--- config.mk ---
export PLATFORM = sky130hd
export DESIGN_NAME = mouse_packet_decoder
export DESIGN_NICKNAME = d
export VERILOG_FILES = /design/src/rtl/mouse_pkg.sv /design/src/rtl/mouse_x_accumulator.sv /design/src/rtl/mouse_packet_decoder.sv
export SDC_FILE = /design/constraint.sdc
export NUM_CORES = 1
export LEC_CHECK = 0
export CORE_MARGIN = 5
export CORE_UTILIZATION = 38
export CTS_CLUSTER_SIZE = 10
export DETAILED_ROUTE_END_ITERATION = 8
export PLACE_DENSITY_LB_ADDON = 0.05
export SLEW_MARGIN = 10
export SYNTH_ARGS = -nofsm -noshare
export SYNTH_HDL_FRONTEND = slang
export SYNTH_SLANG_ARGS = --single-unit
export TNS_END_PERCENT = 5
--- constraint.sdc ---
create_clock -name clock -period 4.3 [get_ports clock]
set_input_delay 0.86 -clock clock [delete_from_list [all_inputs] [get_ports clock]]
set_output_delay 0.86 -clock clock [all_outputs]
set_load 0.005 [all_outputs]
--- src/rtl/mouse_pkg.sv ---
// Shared types and constants for the mouse packet decoder.
// Flag bit positions follow the standard 3-byte PS/2 mouse packet layout.
package mouse_pkg;

  typedef enum logic [1:0] {
    WAIT_FLAGS = 2'd0,
    WAIT_X     = 2'd1,
    WAIT_Y     = 2'd2,
    COMMIT     = 2'd3
  } state_t;

  localparam int BTN_LEFT = 0;
  localparam int SYNC     = 3;
  localparam int X_SIGN   = 4;
  localparam int X_OVF    = 6;

  localparam int DELTA_W  = 9;

endpackage

--- src/rtl/mouse_x_accumulator.sv ---
// Combinational X update: forms the 9-bit signed delta and clamps mouse_x + delta to [0, X_MAX].
// No state, zero latency, no flow control.
module mouse_x_accumulator
  import mouse_pkg::*;
#(
  parameter logic [15:0] X_MAX = 16'd639
) (
  input  logic        x_sign,
  input  logic        x_ovf,
  input  logic [7:0]  x_byte,
  input  logic [15:0] cur_x,
  output logic [15:0] next_x
);

  localparam int SUM_W = 18;

  logic signed [DELTA_W-1:0] delta;
  logic signed [SUM_W-1:0]   sum;

  always_comb begin
    delta = {x_sign, x_byte};
    // An overflowed count saturates to the extreme of the 9-bit range.
    if (x_ovf) begin
      delta = x_sign ? {1'b1, 8'h00} : {1'b0, 8'hFF};
    end

    sum = $signed({2'b00, cur_x}) + $signed({{(SUM_W - DELTA_W){delta[DELTA_W-1]}}, delta});

    if (sum < 0) begin
      next_x = 16'd0;
    end else if (sum > $signed({2'b00, X_MAX})) begin
      next_x = X_MAX;
    end else begin
      next_x = sum[15:0];
    end
  end

endmodule

--- src/rtl/mouse_packet_decoder.sv ---
// Decodes 3-byte mouse packets into an absolute clamped X position and left-button state.
// Outputs update one cycle after the Y byte is accepted; byte_ready drops only during the COMMIT cycle.
module mouse_packet_decoder
  import mouse_pkg::*;
#(
  parameter logic [15:0] X_MAX   = 16'd639,
  parameter int          TIMEOUT = 1023
) (
  input  logic        clock,
  input  logic        reset_,
  input  logic        byte_valid,
  input  logic [7:0]  byte_data,
  output logic        byte_ready,
  output logic        mouse_pressed_,
  output logic [15:0] mouse_x,
  output logic        packet_error
);

  localparam int TW = $clog2(TIMEOUT + 1);

  state_t        state;
  logic          btn_q;
  logic          sign_q;
  logic          ovf_q;
  logic [7:0]    x_q;
  logic [TW-1:0] timer;
  logic [15:0]   next_x;
  logic          accept;

  assign byte_ready = (state != COMMIT);
  assign accept     = byte_valid && byte_ready;

  mouse_x_accumulator #(
    .X_MAX (X_MAX)
  ) u_acc (
    .x_sign (sign_q),
    .x_ovf  (ovf_q),
    .x_byte (x_q),
    .cur_x  (mouse_x),
    .next_x (next_x)
  );

  always_ff @(posedge clock or negedge reset_) begin
    if (!reset_) begin
      state          <= WAIT_FLAGS;
      btn_q          <= 1'b0;
      sign_q         <= 1'b0;
      ovf_q          <= 1'b0;
      x_q            <= 8'd0;
      timer          <= '0;
      mouse_x        <= 16'd0;
      mouse_pressed_ <= 1'b1;
      packet_error   <= 1'b0;
    end else begin
      packet_error <= 1'b0;
      case (state)
        WAIT_FLAGS: begin
          timer <= '0;
          if (accept) begin
            if (byte_data[SYNC]) begin
              btn_q  <= byte_data[BTN_LEFT];
              sign_q <= byte_data[X_SIGN];
              ovf_q  <= byte_data[X_OVF];
              state  <= WAIT_X;
            end else begin
              packet_error <= 1'b1;
            end
          end
        end
        WAIT_X, WAIT_Y: begin
          if (accept) begin
            timer <= '0;
            if (state == WAIT_X) begin
              x_q   <= byte_data;
              state <= WAIT_Y;
            end else begin
              state <= COMMIT;
            end
          end else if (timer == TW'(TIMEOUT - 1)) begin
            // Idle budget spent: abandon the packet, outputs keep their old values.
            timer        <= '0;
            state        <= WAIT_FLAGS;
            packet_error <= 1'b1;
          end else if (timer != TW'(TIMEOUT)) begin
            timer <= timer + 1'b1;
          end
        end
        COMMIT: begin
          mouse_x        <= next_x;
          mouse_pressed_ <= ~btn_q;
          timer          <= '0;
          state          <= WAIT_FLAGS;
        end
        default: begin
          state <= WAIT_FLAGS;
        end
      endcase
    end
  end

endmodule

==> results.ini <==
[synth]
synth.mux.area_fraction_pct=5.96
async_reset_ff_share_pct=100
yosys_warnings=0
synth-main-ff-cell=dfrtp_1
avgSynthCellArea_sq_um=9.73
syn_inst=287
yosysSeqAreaShare_pct=36.8
yosys.area.top_type=dfrtp_1
syn_area_sq_mm=0.00279
synth_nets=323
yosysUniqueCellTypes=52
ys_ff_latch=41
synth_area_leaders=dfrtp_1, ha_1, mux2_2
synthSimpleGateAreaFrac_pct=17.6
synth_compound_area_share_pct=18.3
synth_adder_area_share_pct=11.5
synthXorXnorAreaFrac_pct=5.96
synth_edf_count=0
synth_top_family_by_area=compound AO/OA/AOI/OAI gates
synth.top_cell.area_share_pct=35.9

[timing]
clock-skew-final_ns=0.00715
relSlewSlack_pct=36.8
tns_ns=0
finalWorstSetupSlack_ns=0.729
setup_viol=0
post-route-period-util_pct=83.0
rsz0062_at_grt=false
min_period_ns=3.57
drv_slew=0
fmax_ghz=0.280
max_slew.worst_pin.slew_ns=0.948
finalHoldViolations=0

[min_path]
hold_path_depth=1
hp-class=flop to flop

[global_route]
grt_max_degree=42
grt_pass1_wl_microns=10300
grt_pass1_vias=2112
grt.overflow.total=0
antenna_found_initial=0
track_usage_pct=14.3

[route]
wire_per_inst_microns=14.7
drc=0
wl_microns=6140
ant_nets=0
vias=2241
firstDrtPassIters=4
viasPerCell=5.39
drt_iter0_drc=69

[critical_path]
critPathLaunchType=flop
r2r_start=ovf_q
endpoint=mouse_x[9]
crit_type=flop to flop
cp_data_required_time_ns=4.42
cp-end-kind=flop
r2r_cells=12
cp.arrival_ns=3.70
crit_path_max_fanout=10
r2r_end=mouse_x[9]
r2r_setup_slack_ns=0.73
worstSetupStartpoint=ovf_q

[finish]
fin_nets=352
antenna_cells=0
final-seq-area_sq_mm=0.00103
drive_above_1_share_pct=10.4
fill_cells=706
areaGrowthSynthToFinish_pct=18.3
final_common_cell=dfrtp_1
final_area_sq_mm=0.00330
fin_util_pct=45.8
mostFrequentLayoutCells=dfrtp_1, nor2_1, clkdlybuf4s50_1
multi_input_area_sq_mm=0.00166

[power]
ir_drop_uv=284
p_leak_nw=1.47
p_per_area_mw_per_mm2=775

[clock_tree]
htreeDepth=2
numClockSinks=41
numCtsBuffers=5
cts_root_buf=clkbuf_8
clk_latency_ns=0.29
tritoncts=done
clockBufferDepth=2
path_clk_slew_ns=0.08
hold_buffers=0
postCtsSetupBuffers=0
cts_resized=0

[die]
die_height_microns=95.7
die_x_microns=95.7
die-area_sq_mm=0.00916
rows=31
core-area_sq_mm=0.00721
pin_count=30
initial_core_util_pct=38.7

[placed_design]
dp_hpwl_microns=4680
post-place-ws_ns=0.715
io_buffers=29
place_congestion=0.822
place_area_sq_mm=0.00318

[flow_run]
cap_violations=0

[run_status]
status=complete, no violations

## worst min-delay path by stage
stage                                end  slack (ns)  start
after floorplan           mouse_pressed_        0.39  btn_q
after detailed placement  mouse_pressed_        0.43  btn_q
after global placement    mouse_pressed_        0.40  btn_q
after CTS                 mouse_pressed_        0.44  btn_q
after global routing      mouse_pressed_        0.47  btn_q
final                     mouse_pressed_        0.43  btn_q
## cell type report
| cell class | count | area share (%) |
|---|---|---|
| flip-flops and latches | 41 | 31.1 |
| clock inverters | 2 | 1.14 |
| well taps | 99 | 3.75 |
| clock buffers | 6 | 2.50 |
| inverters | 20 | 2.27 |
| multi-input cells | 217 | 50.1 |
| repair buffers | 31 | 9.09 |
## registers in the layout, indices dropped and copies added, names as in the netlist
| signal | cells |
|---|---|
| ovf_q | 1 |
| sign_q | 1 |
| x_q | 8 |
| mouse_x | 16 |
| mouse_pressed_ | 1 |
| timer | 10 |
| btn_q | 1 |
| state | 2 |
| packet_error | 1 |
## per-stage QoR
stage	cells	hold WS [ns]	power [W]
final	416	0.429	0.00256
after global placement	408	0.399	0.00224
after CTS	416	0.445	0.00259
after global routing	416	0.474	0.00279
after floorplan	287	0.385	0.00183
after detailed placement	408	0.430	0.00225
## per-layer routing
metal	vias to the layer above	global-route usage, %	wire (microns)
met2	43	21.9	2790
met1	1094	20.8	3060
met4	0	3.79	69
met5	-	0	0
met3	8	2.58	218
li1	1096	-	-
## where the power goes
part           switching [W]  internal [W]  total (W)
clock network       0.000139      0.000189   0.000328
registers          0.0000992      0.000503   0.000602
logic               0.000898      0.000729    0.00163
total                0.00114       0.00142    0.00256
## cells by family after synthesis
group           count (synthesis)
simple gates                   91
compound gates                 67
flops                          41
buf+inv                        29
fa+ha+maj                      25
xor+xnor                       19
mux                            15
## critical path, stage by stage (launching register included)
cell and delay, ns:
dfrtp_1 0.46, nand2b_1 0.20, o21ai_0 0.12, ha_1 0.22, fa_1 0.43, a211oi_1 0.30
o211ai_1 0.16, a41oi_1 0.38, mux2i_1 0.22, nor3_1 0.06, a311o_1 0.31, nor3_4 0.38
a221oi_1 0.17
## Yosys cell counts (4+ instances only)
library cell and count:
a221oi_1 8, nand3_1 9, ha_1 24, a21o_1 5, mux2_2 13, o21ai_0 12
xnor2_1 8, xor2_1 11, clkbuf_1 8, nand4_1 6, nor2_1 28, dfrtp_1 40
nand2b_1 4, nand2_1 13, nor3_1 5, a211oi_1 4, inv_1 20, a21oi_1 13
nand3b_1 4, nor2b_1 8
(Power assumes the default switching activity.)
